$ cat config.mk
export PLATFORM = sky130hd
export DESIGN_NAME = fetch_stage_flat
export DESIGN_NICKNAME = d
export VERILOG_FILES = /design/src/rtl/fetch_stage_if.sv /design/src/rtl/fetch_stage.sv /design/src/flat_wrapper.sv
export SDC_FILE = /design/constraint.sdc
export NUM_CORES = 1
export LEC_CHECK = 0
export ABC_AREA = 1
export CAP_MARGIN = 20
export CORE_AREA = 2 2 164 206
export DETAILED_ROUTE_END_ITERATION = 7
export DIE_AREA = 0 0 166 208
export SLEW_MARGIN = 20
export SYNTH_ARGS = -nofsm -noshare
export SYNTH_HDL_FRONTEND = slang
export SYNTH_SLANG_ARGS = --single-unit
$ cat constraint.sdc
create_clock -name clk -period 5.3 [get_ports clk]
set_clock_uncertainty 0.2 [all_clocks]
set_input_delay 0.795 -clock clk [delete_from_list [all_inputs] [get_ports clk]]
set_output_delay 0.795 -clock clk [all_outputs]
set_load 0.02 [all_outputs]
$ cat src/rtl/fetch_stage_if.sv
// Fetch-stage bus: hazard/decode control in, fetch address and IF/ID register out.
interface fetch_stage_if;
  logic        PCwrite;
  logic        IF_ID_en;
  logic [31:0] Instr_F;
  logic [1:0]  npc_sel;
  logic        br_taken;
  logic        nullify;
  logic [31:0] rs_fwd_D;
  logic [31:0] PC_F;
  logic [31:0] Instr_D;
  logic [31:0] PC_D;
  logic [31:0] PC8_D;
  logic        valid_D;

  // Driver side: hazard unit, IM and decode stage.
  modport master (
    output PCwrite, IF_ID_en, Instr_F, npc_sel, br_taken, nullify, rs_fwd_D,
    input  PC_F, Instr_D, PC_D, PC8_D, valid_D
  );

  // Fetch stage itself.
  modport slave (
    input  PCwrite, IF_ID_en, Instr_F, npc_sel, br_taken, nullify, rs_fwd_D,
    output PC_F, Instr_D, PC_D, PC8_D, valid_D
  );
endinterface

$ cat src/rtl/fetch_stage.sv
// Fetch stage: PC register, next-PC mux (branches resolve in D with one
// delay slot), and the IF/ID pipeline register with stall and nullify.
module fetch_stage #(
  parameter logic [31:0] RESET_PC = 32'h0000_3000
) (
  input  logic          clk,
  input  logic          reset,
  fetch_stage_if.slave  bus
);

  localparam logic [1:0] NPC_SEQ = 2'd0;
  localparam logic [1:0] NPC_BR  = 2'd1;
  localparam logic [1:0] NPC_J   = 2'd2;
  localparam logic [1:0] NPC_JR  = 2'd3;

  logic [31:0] pc_f_q, pc_f_d;
  logic [31:0] instr_d_q;
  logic [31:0] pc_d_q;
  logic        valid_d_q;

  logic [31:0] pc_f_plus4;
  logic [31:0] br_off;

  assign pc_f_plus4 = pc_f_q + 32'd4;
  // Branch offset is taken from the instruction already in D, word-scaled.
  assign br_off     = {{14{instr_d_q[15]}}, instr_d_q[15:0], 2'b00};

  // Next-PC select; all arithmetic wraps mod 2^32.
  always_comb begin
    pc_f_d = pc_f_plus4;
    unique case (bus.npc_sel)
      NPC_SEQ: pc_f_d = pc_f_plus4;
      NPC_BR:  pc_f_d = bus.br_taken ? (pc_d_q + 32'd4 + br_off) : pc_f_plus4;
      NPC_J:   pc_f_d = {pc_d_q[31:28], instr_d_q[25:0], 2'b00};
      NPC_JR:  pc_f_d = bus.rs_fwd_D;
      default: pc_f_d = pc_f_plus4;
    endcase
  end

  // PC register and IF/ID register; each obeys only its own enable, and a
  // stalled IF/ID ignores nullify since the branch is not resolved yet.
  always_ff @(posedge clk) begin
    if (reset) begin
      pc_f_q    <= RESET_PC;
      instr_d_q <= 32'd0;
      pc_d_q    <= RESET_PC;
      valid_d_q <= 1'b0;
    end else begin
      if (bus.PCwrite) pc_f_q <= pc_f_d;
      if (bus.IF_ID_en) begin
        pc_d_q    <= pc_f_q;
        instr_d_q <= bus.nullify ? 32'd0 : bus.Instr_F;
        valid_d_q <= ~bus.nullify;
      end
    end
  end

  assign bus.PC_F    = pc_f_q;
  assign bus.Instr_D = instr_d_q;
  assign bus.PC_D    = pc_d_q;
  assign bus.PC8_D   = pc_d_q + 32'd8;
  assign bus.valid_D = valid_d_q;

endmodule

$ cat src/flat_wrapper.sv
// flat-port wrapper written by rule: the top's interface ports become plain ports
module fetch_stage_flat 
#(
  parameter logic [31:0] RESET_PC = 32'h0000_3000
)
  (clk, reset, bus_PCwrite, bus_IF_ID_en, bus_Instr_F, bus_npc_sel, bus_br_taken, bus_nullify, bus_rs_fwd_D, bus_PC_F, bus_Instr_D, bus_PC_D, bus_PC8_D, bus_valid_D);
  fetch_stage_if bus_i ();
  input  logic clk;
  input  logic reset;
  input wire logic [$bits(bus_i.PCwrite)-1:0] bus_PCwrite;
  input wire logic [$bits(bus_i.IF_ID_en)-1:0] bus_IF_ID_en;
  input wire logic [$bits(bus_i.Instr_F)-1:0] bus_Instr_F;
  input wire logic [$bits(bus_i.npc_sel)-1:0] bus_npc_sel;
  input wire logic [$bits(bus_i.br_taken)-1:0] bus_br_taken;
  input wire logic [$bits(bus_i.nullify)-1:0] bus_nullify;
  input wire logic [$bits(bus_i.rs_fwd_D)-1:0] bus_rs_fwd_D;
  output wire logic [$bits(bus_i.PC_F)-1:0] bus_PC_F;
  output wire logic [$bits(bus_i.Instr_D)-1:0] bus_Instr_D;
  output wire logic [$bits(bus_i.PC_D)-1:0] bus_PC_D;
  output wire logic [$bits(bus_i.PC8_D)-1:0] bus_PC8_D;
  output wire logic [$bits(bus_i.valid_D)-1:0] bus_valid_D;
  assign bus_i.PCwrite = bus_PCwrite;
  assign bus_i.IF_ID_en = bus_IF_ID_en;
  assign bus_i.Instr_F = bus_Instr_F;
  assign bus_i.npc_sel = bus_npc_sel;
  assign bus_i.br_taken = bus_br_taken;
  assign bus_i.nullify = bus_nullify;
  assign bus_i.rs_fwd_D = bus_rs_fwd_D;
  assign bus_PC_F = bus_i.PC_F;
  assign bus_Instr_D = bus_i.Instr_D;
  assign bus_PC_D = bus_i.PC_D;
  assign bus_PC8_D = bus_i.PC8_D;
  assign bus_valid_D = bus_i.valid_D;
  fetch_stage #(.RESET_PC(RESET_PC)) u_core (.clk(clk), .reset(reset), .bus(bus_i));
endmodule
Yosys cells after proc, flatten, opt, wreduce, memory -nomap -nowiden
Index checks and enable logic that the tools add are counted.

word-level totals
  register bits = 97
  bits of input ports = 72
  output and inout bits = 129
  word-level logic and storage cells = 16

operators by class
  $add $sub $neg = 4
  equality and inequality tests = 3
  mux-type cells = 3
  bitwise operators = 1
  reduce and logical (&&, ||, !) cells = 1

operators by type and width
  operator                                        number
  one-hot mux 32 bit (4 select lines)             1
  adder 32 x 3 -> 32 bit (second input constant)  2
  2-to-1 mux 32 bit                               2
  adder 32 bit                                    1
  adder 32 x 4 -> 32 bit (second input constant)  1
  == test 2 bit (second input constant)           2
  == test 2 x 1 -> 1 bit (second input constant)  1
  zero test 2 bit                                 1
  NOT 1 bit                                       1

Longest topological paths before layout
Gate-level depths: netlist of the first run.

  depth in word-level cells = 4
  mapped depth = 19
  gate-level depth less buffers = 19

Least setup slack after synthesis of the first run
Ideal clock, no wire load.

  kind = register -> output
  start point = reg u_core.pc_d_q[4], in the netlist u_core.bus.PC_D[4]
  end point = out bus_PC8_D[31]
  arrival = 2.098 ns
  required time = 4.305 ns
  setup slack = 2.207 ns
  stages on the path, launching flop included = 12
  path buffers = 0
  path through = dfxtp_1 > ha_1 > nand2_1 > nor2_4 > nand2_2 > nor2_4 > nand2_2 > nor3_4 > nand3_2 > nor2_2 > nand2_1 > xor2_1

between the ends
  longest elaborated chain between the ends = 1

RTL lines
  what                    RTL line            RTL
  start, declared         fetch_stage.sv:18   logic [31:0] pc_d_q;
  start signal, assigned  fetch_stage.sv:51   pc_d_q <= pc_f_q;
  adder 32 x 4 -> 32 bit  fetch_stage.sv:61   assign bus.PC8_D = pc_d_q + 32'd8;
  end, declared           flat_wrapper.sv:20  output wire logic [$bits(bus_i.PC8_D)-1:0] bus_PC8_D;

Every way passes these cells.

Worst setup path after layout of the first run
  start point = reg u_core.pc_d_q[3], in the netlist u_core.bus.PC_D[3]
  end point = out bus_PC8_D[31]

The elaborated chain is that of the path after synthesis.

==> results, run 1 <==
- The library cell occupying the most area in the post-synthesis netlist is sky130_fd_sc_hd__dfxtp_1.
- The TritonCTS clock tree is yes.
- Derived from the worst setup path, the maximum achievable clock frequency is 253 MHz.
- The clock passes through at most 2 buffers.
- The synthesis-to-finish area growth is 34.7%.
- In the final layout, the share of cells above drive strength 1 is 4.03%.
- The die is between 200 and 250 um tall.
- The final-report max-slew violation count is 0.
- The worst min-delay path category is flop to flop.
- At the end of routability-driven placement, the weighted congestion stood at 0.955.
- After detailed routing, the number of remaining DRC violations is 0.
- Setup repair after global routing left no endpoint under its margin.
- The number of setup buffers added after CTS is 0.
- The fraction of synthesized cell area taken by the top area cell type is approximately 25%.
- The run finished with clean final reports.
- Clock-pin slew was measured on the worst setup and hold paths at 0.08 ns.
- The count of yosys warnings during synthesis is 0.
- The share of the Yosys chip area taken by registers is around a quarter.
- The global route total overflow is 0.
- The number of input and output port buffers inserted is 200.
- The area used by multi-input combinational logic is 5110 um^2.
- In the synthesized netlist, the number of instances is roughly 1.2k.
- The number of synthesized register bits is 97.
- The floorplan step defined a die boundary enclosing ~35,000 um^2.
- The setup total negative slack is 0 ns.
- For this configuration, the core starts out at a cell density of 23.8%.
- The total nets after synthesis is 1,369.
- The later pin in the worst-skew pair is clocked with a latency of 0.37 ns.
- Once layout is complete, the utilization of the core stands at 32.1%.
- The worst path arrival time is 2.96 ns.
- The global router's overall resource usage is 20.2%.
- The shortest clock period the worst path allows after layout is 3.96 ns.
- The largest net degree at the start of global routing is 56.
- The transition time of the tightest slew-check pin is 1.02 ns.
- Global routing used 24.9% of the available met1 tracks.
- The relative slew slack is between 30% and 40%.
- The number of distinct library cell variants in the gate-level netlist after synthesis is 40.
- After global routing, the most crowded layer is met2.
- Once detail routing completed, the nets flagged for antenna violations numbered 0.
- The floorplan has 74 rows.
- The synthesized area divided by synthesized cell count is 6.26 um^2.
- The met2 demand-to-capacity share in global routing is 35.1%.
- For met3 alone, demand over resource in global routing was 4.36%.
- The number of filler cells placed in the layout is 3,589.
- The worst setup path is launched from a flop.
- For this design the static power due to leakage is approximately 4.5 nW.
- The worst setup path is captured at an output port.
- The post-route clock period utilization is 74.7%.
- The floorplan step defined a core boundary enclosing 32,500 um^2.
- The number of max-cap violations is 0.
- The number of sinks handled by clock tree synthesis is between 90 and 100.
- The required time of the worst setup path is approximately 4.3 ns.
- Once detailed placement completed, the half-perimeter wirelength came to 28,900 um.
- The number of CTS-inserted buffers is 9.
- After synthesis, the cell types taking the most area are sky130_fd_sc_hd__dfxtp_1 (25%), sky130_fd_sc_hd__nand2_1 (17%), sky130_fd_sc_hd__ha_1 (9.5%).
- In the routed layout, each cell is associated on average with a via count of 4.98.
- Summing internal, switching and leakage power gives 2.09 mW.
- In this run, the number of DRC markers left after iteration 0 of detailed routing was 776.
- about 200 I/O pins were placed.
- The final setup violation count is 0.
- The total power density per cell area is approximately 200 nW/um^2.
- The minimum hold slack is 0.269 ns.
- The repair_antennas step left the layout with diodes totalling 0.
- For this run, the detailed router's first-pass iteration total came to 5.
- The final hold violation count is 0.
- For this block, the routed nets add up to 35,900 um of wire.
- The die is 166 um wide.
- The clock tree root driver cell is sky130_fd_sc_hd__clkbuf_16.
- The wire length per cell after detailed routing is 19.6 um.
- The number of global-route vias before repair is 8,879.
- The first-pass GRT wire length is between 50,000 and 60,000 um.
- The number of antenna violations at the first check in global routing is 2.
- After clock tree synthesis, the repair step resized 0 gates.
- The final layout contains 1,544 nets.
- The number of vias after detailed routing is 9,142.
- The mapped cell area is 7740 um^2.
- The critical path is of the flop to output port type.
- The setup slack at placement is ~1.7 ns.
- The slack of the critical path is approximately 1.3 ns.
- The quantity of hold-fixing buffers added after cts is 0.
- The register area is 1940 um^2.
- VDD sags by at most 0.146 mV.
- The H-tree depth is 3.
- Of all nets on the critical path, the largest fanout is 5.
## per-layer routing
metal  wire [um]  part of all wire (%)  vias up
met5          27                 0.075        -
met4         972                   2.7        4
met3        2610                   7.3       57
met2       17200                    48      396
met1       15100                    42     4232
li1            -                     -     4453
## layout by cell type, fill, tap and decap left out, types with 15 or more instances in the layout
master	count
sky130_fd_sc_hd__a21oi_1	122
sky130_fd_sc_hd__clkdlybuf4s50_1	199
sky130_fd_sc_hd__dfxtp_1	97
sky130_fd_sc_hd__ha_1	59
sky130_fd_sc_hd__inv_1	136
sky130_fd_sc_hd__nand2_1	352
sky130_fd_sc_hd__nand3_1	92
sky130_fd_sc_hd__nand3b_1	15
sky130_fd_sc_hd__nand4_1	30
sky130_fd_sc_hd__nor2_1	79
sky130_fd_sc_hd__nor3_1	28
sky130_fd_sc_hd__o21ai_0	83
sky130_fd_sc_hd__xor2_1	29
## where the power goes
part | internal, mW | total (mW) | switching [mW]
Clock | 0.320 | 0.641 | 0.320
Sequential | 0.772 | 0.860 | 0.0881
Combinational | 0.245 | 0.585 | 0.341
## worst paths after layout
| kind | from | to | slack (ns) | depth (start not counted) |
|---|---|---|---|---|
| worst max-delay path | u_core.bus.PC_D[3]$_SDFFE_PP0P_ | bus_PC8_D[31] | 1.34 | 12 |
| worst min-delay path | u_core.bus.Instr_D[31]$_SDFFE_PP0P_ | u_core.bus.Instr_D[31]$_SDFFE_PP0P_ | 0.27 | 2 |
| worst max register to register | u_core.bus.Instr_D[15]$_SDFFE_PP0P_ | u_core.bus.PC_F[30]$_SDFFE_PP0P_ | 1.88 | 15 |
| worst min register to register | u_core.bus.Instr_D[31]$_SDFFE_PP0P_ | u_core.bus.Instr_D[31]$_SDFFE_PP0P_ | 0.27 | 2 |
## per-stage QoR
stage,instance area (um^2),cells
3_5_place_dp,10200,1819
5_1_grt,10400,1834
2_1_floorplan,7740,1237
4_1_cts,10400,1834
3_3_place_gp,10200,1819
6_report,10400,1834
## critical path, stage by stage (launching register included)
cell	delay, ns
sky130_fd_sc_hd__dfxtp_1	0.43
sky130_fd_sc_hd__ha_1	0.22
sky130_fd_sc_hd__nand2_1	0.13
sky130_fd_sc_hd__nor2_4	0.21
sky130_fd_sc_hd__nand2_2	0.14
sky130_fd_sc_hd__nor2_4	0.14
sky130_fd_sc_hd__nand2_2	0.09
sky130_fd_sc_hd__nor3_4	0.15
sky130_fd_sc_hd__nand3_2	0.13
sky130_fd_sc_hd__nor2_2	0.14
sky130_fd_sc_hd__nand2_1	0.07
sky130_fd_sc_hd__xor2_1	0.13
sky130_fd_sc_hd__clkdlybuf4s50_1	0.61
## sequential cells by signal (all words and copies together), names as in the netlist
signal / cells
u_core.bus.Instr_D: 32
u_core.bus.PC_D: 32
u_core.bus.PC_F: 32
u_core.bus.valid_D: 1
## Yosys cell counts, drive strengths merged
cell type	instances
nor3	37
o21a	1
buf	9
a21oi	122
o22ai	1
clkbuf	36
o211ai	5
nand3b	15
nor2	89
clkinv	1
xor2	29
fa	1
ha	59
nand3	96
a31oi	8
or2	4
nand4	30
o21ai	84
and2	1
inv	138
a221oi	1
o31ai	1
nor3b	1
xnor2	7
dfxtp	97
o21bai	6
o221a	1
nand2	355
a22oi	2
## cells by family after synthesis
logic type | Yosys count | synth area share [%]
DFF | 97 | 25.1
buffers and inverters | 184 | 9.11
xor gates and xnor gates | 36 | 4.07
and+or+nand+nor | 628 | 36.2
adders and majority gates | 60 | 9.79
AOI/OAI and AO/OA | 232 | 15.8
## cell type report
type                    count  share of cell area [%]
multi-input cells         956                    49.0
repair buffers            209                    19.8
flip-flops and latches     97                    18.6
well taps                 418                    5.02
inverters                 139                    5.00
clock buffers              10                    2.20
clock inverters             5                   0.372
(Power assumes the default switching activity.)
==> run 2: changes to the inputs <==
Clock period 5.3 ns to 3.34 ns, I/O delays scaled along.
==> results, run 2 (synthesized netlist as in run 1, its figures left out) <==
- After clock tree synthesis, the setup repair step added 0 buffers.
- The worst path arrival time is 2.46 ns.
- In the routed design, unresolved DRC markers number 0.
- In this run the static leakage power is about 4.8 nW.
- The global router's overall resource usage is between 20% and 30%.
- For the pin with the worst max-slew slack, the measured transition is roughly 0.6 ns.
- The largest single stage delay on the critical path is slightly above 0.6 ns.
- For this run, the top clock speed supported by timing is approximately 320 MHz.
- The kind of end point of the critical path is an output port.
- After detailed routing, the average wire length per cell comes to 19.0 um.
- The detailed-router iteration count before antenna repair is 5.
- The chip width is 166 um.
- For this design, the CTS-stage hold fixing added 0 buffers.
- After floorplanning, the core was divided into 74 placement rows.
- The H-tree was split into 3 levels.
- The number of input and output port buffers inserted is 200.
- Setup violations remaining at the end of the flow were counted as 0.
- The clock reaches the later pin of the worst-skew pair after 0.35 ns.
- The die footprint is 34,500 um^2.
- The flow ran to the end, and the final reports show no timing, DRC or antenna violations.
- The proportion of power drawn by flip-flops and latches is 38.9%.
- The worst-case IR drop observed on VDD is 0.271 mV.
- The internal power is 2.20 mW.
- The antenna diode instance count is 0.
- Setup repair after global routing left no endpoint under its margin.
- The library cell contributing the largest single delay on the critical path is sky130_fd_sc_hd__clkdlybuf4s50_1.
- The number of max-cap violations is 0.
- TritonCTS built the clock tree.
- The shortest clock period the worst path allows after layout is 3.16 ns.
- The total routed wirelength is 35,800 um.
- The category of the most critical setup path is flop to output port.
- The number of antenna violations at the first check in global routing is 0.
- Timing analysis after detailed placement gives a worst setup slack of about 0.21 ns.
- The core region is 32,500 um^2.
- The net switching fraction of the power is 35.4%.
- The final-report max-slew violation count is 0.
- The count of nets left with antenna violations once routing finished came out at 0.
- In this run the power spent charging and discharging nets is 1.20 mW.
- Counting along the longest clock path gives a buffer depth of 2.
- The critical path launch point type is a flop.
- The critical path goes through ha_1, nand2_1, nor2_4, nand2_2, nor2_4, nand2_2, nor3_4, xor2_1, clkdlybuf4s50_1.
- Entering global routing, the biggest net connects 55 pins.
- The post-route clock period utilization is between 90% and 100%.
- The setup total negative slack is 0 ns.
- The relative contribution of the clock network to total power is 31.6%.
- The detailed router finished its first iteration with 687 violations.
- Gates resized during post-CTS repair numbered 8.
- The die height is 208 um.
- Counting the buffers created by CTS gives 9.
- The power share of the combinational group is 29.6%.
- In this run the count of I/O pins placed on the die edge is 201.
- The first-pass GRT wire length is ~55,000 um.
- The routed layout has ~9.3k vias.
- In the final layout, the share of cells above drive strength 1 is 7.38%.
- STA puts the critical path data required time at 2.64 ns.
- Registers take 1940 um^2.
- The final net count is approximately 1.6k.
- The final hold violation count is 0.
- Of all nets on the critical path, the largest fanout is 3.
- The slack of the critical path is roughly 0.18 ns.
- Setup slack on the worst reg-to-reg path comes out at approximately 0.27 ns.
- The clock tree root driver cell is sky130_fd_sc_hd__clkbuf_16.
- In the layout the commonest cells are sky130_fd_sc_hd__nand2_1 (352), sky130_fd_sc_hd__clkdlybuf4s50_1 (190), sky130_fd_sc_hd__inv_1 (136), sky130_fd_sc_hd__a21oi_1 (122), sky130_fd_sc_hd__dfxtp_1 (97).
- The clock-pin slew of the registers on the worst-case setup and hold paths is 0.07 ns.
- The global route total overflow is 0.
- The area growth from synthesis to layout is 39.2%.
- Once the floorplan was initialized, standard cells occupied 23.8% of the core.
- Power comes to around 3.4 mW.
- Detailed placement ended at an HPWL of 29,400 um.
- In this run the power density over the cells is 316 nW/um^2.
- The area used by multi-input combinational logic is 5100 um^2.
- In this run the tightest slew margin relative to its limit is between 50% and 60%.
- The number of filler cells placed in the layout is approximately 3.5k.
- The number of global-route vias before repair was between 9k and 10k.
- The worst min-delay path category is flop to flop.
- The clock net in this run drives a total of 97 sinks.
- The global placer's final weighted congestion is roughly 0.97.
- The most common cell after layout, fill and taps aside is sky130_fd_sc_hd__nand2_1.
- The routed via count divided by cell count is 4.95.
## run 2: area by class of cell
type | instances | share of cell area, %
clock buffers | 11 | 2.34
clock inverters | 5 | 0.441
repair buffers | 255 | 22.2
well taps | 418 | 4.85
multi-input cells | 956 | 47.3
flip-flops and latches | 97 | 18.0
inverters | 139 | 4.84
## run 2: worst paths after layout
path	from	end	depth (start not counted)
hold reg to reg	u_core.bus.Instr_D[30]$_SDFFE_PP0P_	u_core.bus.Instr_D[30]$_SDFFE_PP0P_	2
hold / removal	u_core.bus.Instr_D[30]$_SDFFE_PP0P_	u_core.bus.Instr_D[30]$_SDFFE_PP0P_	2
setup / recovery	u_core.bus.PC_D[4]$_SDFFE_PP0P_	bus_PC8_D[23]	9
setup reg to reg	u_core.bus.PC_D[3]$_SDFFE_PP0P_	u_core.bus.PC_F[29]$_SDFFE_PP0P_	18
## run 2: per-stage QoR
| stage | hold slack (ns) | utilization (%) | instance area [um^2] | std cells |
|---|---|---|---|---|
| after floorplan | 0.345 | - | 7740 | 1237 |
| after global placement | 0.252 | 32.3 | 10500 | 1865 |
| after detailed placement | 0.257 | 32.3 | 10500 | 1865 |
| after CTS | 0.265 | 33.2 | 10800 | 1881 |
| after global routing | 0.292 | 33.2 | 10800 | 1881 |
| final | 0.265 | 33.2 | 10800 | 1881 |
## run 2: power groups by stage
stage | clock network, mW | registers (mW) | logic [mW]
floorplan | 0 | 1.41 | 0.416
global placement | 0 | 1.35 | 1.01
detailed placement | 0 | 1.35 | 1.01
CTS | 1.09 | 1.32 | 1.01
global route | 1.14 | 1.33 | 1.09
finish | 1.07 | 1.32 | 1.01
## run 2: per-layer routing
layer | global-route usage, % | share of wire, % | up-vias | routed length [um]
li1 | - | - | 4531 | -
met1 | 25.2 | 41 | 4249 | 14700
met2 | 33.7 | 45 | 448 | 16200
met3 | 4.72 | 8.7 | 78 | 3130
met4 | 9.18 | 4.8 | 0 | 1720
met5 | 0 | 0 | - | 0
## run 2: worst max-delay path, delay by kind of cell (launching register included)
| family | cells | cell delay, ns |
|---|---|---|
| XOR/XNOR | 1 | 0.16 |
| adder cells (fa/ha/maj) | 1 | 0.20 |
| buffers and inverters | 1 | 0.62 |
| flip-flops | 1 | 0.35 |
| AND/OR/NAND/NOR | 6 | 0.80 |
==> run 3: changes to the inputs <==
Settings changed: SLEW_MARGIN 20 to not set.
==> results of run 3 <==
The final DEF is identical to that of run 2; final timing and power are the same.
